### src/rtl/cfg_stream_writer.sv
// ============================================================================
// Module      : cfg_stream_writer
// Description : Turns a byte stream of configuration frames into bursts of
//               single-cycle tile writes with an auto-incrementing address.
//               Optional macro CFG_WRITER_CHECKSUM_EN adds a trailing XOR
//               checksum byte per frame.
// Revision    : 1.0 - initial release
// ============================================================================
`default_nettype none

module cfg_stream_writer #(
  parameter int NB_TILES = 16,
  parameter int ADDR_W   = 10,
  parameter int DATA_W   = 8
) (
  input  logic                conf,
  input  logic                reset,
  input  logic [DATA_W-1:0]   in_data,
  input  logic                in_valid,
  output logic                in_ready,
  output logic [NB_TILES-1:0] select_tile,
  output logic [ADDR_W-1:0]   address_tile,
  output logic [DATA_W-1:0]   data_tile,
  output logic                busy,
  output logic                frame_done,
  output logic                err,
  input  logic                err_clr
);

  typedef enum logic [2:0] {
    S_IDLE,
    S_CNT,
    S_AHI,
    S_ALO,
    S_DATA
`ifdef CFG_WRITER_CHECKSUM_EN
    , S_CHK
`endif
  } state_t;

  state_t              state_q, state_d;
  logic [DATA_W-1:0]   tile_q, tile_d;
  logic                discard_q, discard_d;
  logic [8:0]          cnt_q, cnt_d;
  logic [ADDR_W-1:0]   addr_q, addr_d;
  logic [NB_TILES-1:0] sel_q, sel_d;
  logic [ADDR_W-1:0]   addr_tile_q, addr_tile_d;
  logic [DATA_W-1:0]   data_tile_q, data_tile_d;
  logic                done_q, done_d;
  logic                err_q, err_d;
  logic                err_set;
`ifdef CFG_WRITER_CHECKSUM_EN
  logic [DATA_W-1:0]   xor_q, xor_d;
`endif

  always_comb begin
    state_d     = state_q;
    tile_d      = tile_q;
    discard_d   = discard_q;
    cnt_d       = cnt_q;
    addr_d      = addr_q;
    sel_d       = '0;
    addr_tile_d = addr_tile_q;
    data_tile_d = data_tile_q;
    done_d      = 1'b0;
    err_set     = 1'b0;
`ifdef CFG_WRITER_CHECKSUM_EN
    xor_d       = xor_q;
`endif

    if (in_valid) begin
`ifdef CFG_WRITER_CHECKSUM_EN
      xor_d = (state_q == S_IDLE) ? in_data : (xor_q ^ in_data);
`endif
      case (state_q)
        S_IDLE: begin
          // Out-of-range tile: consume the frame but never strobe.
          tile_d    = in_data;
          discard_d = (32'(in_data) >= 32'(NB_TILES));
          err_set   = discard_d;
          state_d   = S_CNT;
        end
        S_CNT: begin
          cnt_d   = (in_data == '0) ? 9'd256 : 9'(in_data);
          state_d = S_AHI;
        end
        S_AHI: begin
          addr_d  = {in_data[ADDR_W-9:0], addr_q[7:0]};
          state_d = S_ALO;
        end
        S_ALO: begin
          addr_d  = {addr_q[ADDR_W-1:8], in_data[7:0]};
          state_d = S_DATA;
        end
        S_DATA: begin
          sel_d       = discard_q ? '0 : (NB_TILES'(1) << tile_q);
          addr_tile_d = addr_q;
          data_tile_d = in_data;
          addr_d      = addr_q + ADDR_W'(1);
          cnt_d       = cnt_q - 9'd1;
          if (cnt_q == 9'd1) begin
`ifdef CFG_WRITER_CHECKSUM_EN
            state_d = S_CHK;
`else
            state_d = S_IDLE;
            done_d  = 1'b1;
`endif
          end
        end
`ifdef CFG_WRITER_CHECKSUM_EN
        S_CHK: begin
          err_set = (in_data != xor_q);
          state_d = S_IDLE;
          done_d  = 1'b1;
        end
`endif
        default: state_d = S_IDLE;
      endcase
    end

    // A new error in the same cycle as a clear request takes priority.
    err_d = err_set ? 1'b1 : (err_clr ? 1'b0 : err_q);
  end

  always_ff @(posedge conf) begin
    if (!reset) begin
      state_q     <= S_IDLE;
      tile_q      <= '0;
      discard_q   <= 1'b0;
      cnt_q       <= '0;
      addr_q      <= '0;
      sel_q       <= '0;
      addr_tile_q <= '0;
      data_tile_q <= '0;
      done_q      <= 1'b0;
      err_q       <= 1'b0;
`ifdef CFG_WRITER_CHECKSUM_EN
      xor_q       <= '0;
`endif
    end else begin
      state_q     <= state_d;
      tile_q      <= tile_d;
      discard_q   <= discard_d;
      cnt_q       <= cnt_d;
      addr_q      <= addr_d;
      sel_q       <= sel_d;
      addr_tile_q <= addr_tile_d;
      data_tile_q <= data_tile_d;
      done_q      <= done_d;
      err_q       <= err_d;
`ifdef CFG_WRITER_CHECKSUM_EN
      xor_q       <= xor_d;
`endif
    end
  end

  assign in_ready     = reset;
  assign select_tile  = sel_q;
  assign address_tile = addr_tile_q;
  assign data_tile    = data_tile_q;
  assign busy         = (state_q != S_IDLE);
  assign frame_done   = done_q;
  assign err          = err_q;

endmodule

`default_nettype wire

### config.mk
export PLATFORM = sky130hd
export DESIGN_NAME = cfg_stream_writer
export DESIGN_NICKNAME = d
export VERILOG_FILES = /design/src/rtl/cfg_stream_writer.sv
export SDC_FILE = /design/constraint.sdc
export NUM_CORES = 1
export LEC_CHECK = 0
export CAP_MARGIN = 20
export CORE_UTILIZATION = 50
export DETAILED_ROUTE_END_ITERATION = 16
export PLACE_DENSITY = 0.79
export SYNTH_ARGS = -nofsm -noshare
export SYNTH_HDL_FRONTEND = slang
export SYNTH_SLANG_ARGS = --single-unit
### constraint.sdc
create_clock -name conf -period 5.2 [get_ports conf]
set_clock_uncertainty 0.2 [all_clocks]
set_input_delay 1.04 -clock conf [delete_from_list [all_inputs] [get_ports conf]]
set_output_delay 1.04 -clock conf [all_outputs]
set_load 0.05 [all_outputs]
After elaboration in Yosys (flattened, before gate mapping)

Cells that the tools add are included.

Word-level logic and storage cells: 51
Register bits after elaboration: 67

Equality and inequality tests: 6
Magnitude comparators: 1
Shifts and indexed selects: 1
$add $sub $neg: 2
Mux-type cells: 10
Bitwise gates (word level): 5
Reduce and logical (&&, ||, !) cells: 15

Operators by type and width:

| kind                    | count |
|---|---|
| $pmux W10 S3            | 1 |
| $pmux W9 S2             | 1 |
| $shl A1 B8 Y16 const A  | 1 |
| $pmux W3 S5             | 1 |
| $add A10 B1 Y10 const B | 1 |
| $eq A9 B1 Y1 const B    | 1 |
| $mux W9                 | 1 |
| $reduce_and A3 Y1       | 3 |
| $sub A9 B1 Y9 const B   | 1 |
| $ge A8 B5 Y1 const B    | 1 |
| $logic_not A8 Y1        | 1 |
| $reduce_and A2 Y1       | 4 |
| $reduce_bool A2 Y1      | 4 |
| $eq A3 B2 Y1 const B    | 2 |
| $mux W1                 | 5 |
| $not A1 Y1              | 5 |
| $reduce_or A4 Y1        | 1 |
| $eq A3 B1 Y1 const B    | 1 |
| $eq A3 B3 Y1 const B    | 1 |
| $logic_not A3 Y1        | 1 |
| $mux W3                 | 1 |
| $reduce_bool A3 Y1      | 1 |
| $ne A2 B2 Y1 const B    | 1 |

Depth between registers and ports, before layout

Word-level depth: 4
Depth in mapped cells: 6

Worst setup path before layout

No wires, ideal clock.

Kind: in2out
Start: input port reset
End: output port in_ready
Arrival time: 1.210 ns
Slack: 2.750 ns
Path buffers: 1
Stages on the path: 1
Cell sequence: buf_4

RTL lines:

| item            | line | text |
|---|---|---|
| start, declared | 17   | `input logic reset,` |
| end, declared   | 20   | `output logic in_ready,` |

No word-level cell between the ends.

Final worst setup path

Start: input port reset
End: output port in_ready

No word-level cell between the ends.

==> flow_metrics.tcl <==
set metrics [dict create \
    avgRoutedWirePerCell_um 15.1 \
    ant_nets 0 \
    worst-path-buf-inv 2 \
    max-cap-violations 0 \
    grt_use_total_pct 25.1 \
    synth_ff_type "dfxtp_1" \
    worstSetupStartpointType "input pin" \
    cpMaxStageDelayCell "clkdlybuf4s50_1" \
    via_per_inst 5.72 \
    whs_path_depth 2 \
    firstDrtPassIters 4 \
    holdPathEnd "data_tile[1]" \
    fillers 513 \
    crit_family "buffers and inverters" \
    maxSlewHeadroom_pct 39.9 \
    irDropWorstVdd_v 0.000213 \
    r2r_slack_ns 2.53 \
    layout-drive-gt1-share_pct 8.10 \
    ff2ff_path_depth 4 \
    drt_wl_total_mm 7.04 \
    yosys_warnings 0 \
    diodes 0 \
    cts_resized 0 \
    grt_overflow 0 \
    die_width_um 78.5 \
    worst_pin_slew_ns 0.897 \
    area_growth_pct 24.8 \
    cpMostUsedCell "clkdlybuf4s50_1" \
    finalMaxSlewViolations 0 \
    p_per_area_nw_per_um2 307 \
    critPathMaxFanout 8 \
    mostFrequentLayoutCells "nand2_1 (69), dfxtp_1 (67), clkdlybuf4s50_1 (49)" \
    yosysTopAreaCell "dfxtp_1" \
    async_flop_share_pct 0 \
    post_dp_cell_area_um2 3420 \
    cts.sinks 67 \
    cellLeakagePower_uw 0.00124 \
    die_area_um2 6170 \
    synthCells 350 \
    ctsRootBufferMaster "clkbuf_8" \
    num_vias 2671 \
    place_congestion 0.842 \
    worstPathCellList "clkdlybuf4s50_1 -> clkdlybuf4s50_1" \
    grt_pass1_wl_mm 11.8 \
    drt_iter0_markers 132 \
    final_area_um2 3650 \
    cp-end-kind "output pin" \
    avgSynthCellArea_um2 8.37 \
    io-pin-count 50 \
    ys_seq_elements 67 \
    clockBufferDepth 2 \
    setup_viol 0 \
    min_from "data_tile[1]" \
    rsz0062_at_grt "false" \
    final_hold_viol_count 0 \
    tritoncts "yes" \
    synthTopCellsByArea "dfxtp_1 (46%), nand2_1 (8.8%), a21oi_1 (7.7%)" \
    die_h_um 78.5 \
    synth_edf_count 0 \
    dpl.hpwl_mm 4.65 \
    yosysSeqAreaShare_pct 45.8 \
    grt_pass1_vias 2429 \
    arrival_ns 2.62 \
    cpPeakStageDelay_ns 0.88 \
    finalNetCount 405 \
    synth_nets 365 \
    post-route-drc-count 0 \
    numPortBuffers 49 \
    antenna_found_initial 0 \
    rr_startpoint "state_q[2]" \
    min_period_ns 3.86 \
    synth_cell_types 62 \
    holdBufCountCts 0 \
    r2r-end "addr_q[6]" \
    synth_top_area_share_pct 45.8 \
    layout_commonest_cell "nand2_1" \
    timing.setup.tns_ns 0 \
    start_util_pct 52.5 \
    postCtsSetupRepairBufs 0 \
    clkTransAtPathRegs_ns 0.07 \
    worstSetupPathType "in -> out" \
    grt_max_degree 49 \
    cts_buffers 9 \
    worst_ep_required_time_ns 3.96 \
    clk_latency_ns 0.36 \
    core_um2 5570 \
    fin_crit_sh_pct 74.1 \
    floorplan.rows 27 \
    netlist_area_um2 2930 \
    fmax_mhz 259 \
    final_util_pct 65.5 \
    status "complete, no violations" \
    hold_path_class "reg -> reg" \
    cts_max_level 3 \
]
## state kept, by name (all words and copies together), names as in the netlist, 3 cells and up
signal / cells
select_tile: 16
addr_q: 10
address_tile: 10
cnt_q: 9
data_tile: 8
tile_q: 8
state_q: 3
## area by class of cell
| cell class | count | area (um^2) | share of cell area (%) |
|---|---|---|---|
| clock buffer | 9 | 124 | 3.39 |
| tap | 72 | 90.1 | 2.47 |
| inverter | 6 | 22.5 | 0.616 |
| clock inverter | 7 | 98.8 | 2.71 |
| sequential | 67 | 1340 | 36.7 |
| timing repair buffer | 51 | 509 | 13.9 |
| multi-input combinational | 255 | 1470 | 40.2 |
## how the worst max path moves through the flow
| stage | slack [ns] | cells past startpoint | from | end |
|---|---|---|---|---|
| final | 1.34 | 2 | reset | in_ready |
| after global routing | 1.30 | 2 | reset | in_ready |
| after CTS | 1.35 | 2 | reset | in_ready |
| after detailed placement | 1.35 | 2 | reset | in_ready |
| after global placement | 1.35 | 2 | reset | in_ready |
| after floorplan | 2.75 | 1 | reset | in_ready |
## kinds of logic (layout without fill, tap and decap cells)
kind of cell	Yosys count	count (layout)	synth area share, %
buffers and inverters	28	73	4.06
multiplexers	1	1	0.342
adder cells (fa/ha/maj)	3	3	1.28
AO/OA/AOI/OAI	91	91	18.7
flip-flops	67	67	45.8
AND/OR/NAND/NOR	158	158	29.2
XOR/XNOR	2	2	0.598
## metal layers
| metal | GRT usage (%) | wire [um] | vias up |
|---|---|---|---|
| met4 | 10.2 | 186 | 0 |
| li1 | - | - | 1314 |
| met3 | 6.40 | 393 | 19 |
| met5 | 0 | 0 | - |
| met2 | 40.1 | 3380 | 87 |
| met1 | 32.0 | 3080 | 1251 |
## where the power goes
group	total, uW	switching [uW]	internal [uW]
Combinational	93.2	55.7	37.4
Sequential	538	14.4	523
Clock	491	218	273
Total	1120	288	834
## Yosys cell counts, types with 3 or more instances
master	instances
nand2_1	69
dfxtp_1	67
a21oi_1	45
nor2_1	27
o21ai_0	16
clkbuf_1	12
nand2b_1	7
inv_1	6
nor3_1	6
buf_2	5
nand3_1	5
a31oi_1	4
and2_1	4
nor3b_1	4
a21o_1	3
and4_1	3
buf_1	3
ha_1	3
nand3b_1	3
nand4_1	3
o2bb2ai_1	3
or3_1	3
## per-stage QoR
stage	hold slack [ns]	worst slack [ns]	cells	power [uW]
floorplan	0.236	2.75	350	610
global placement	0.243	1.35	450	638
detailed placement	0.248	1.35	450	641
CTS	0.258	1.35	466	1120
global route	0.273	1.30	467	1160
finish	0.256	1.34	467	1120
No activity file was read; power rests on OpenSTA's default activity.
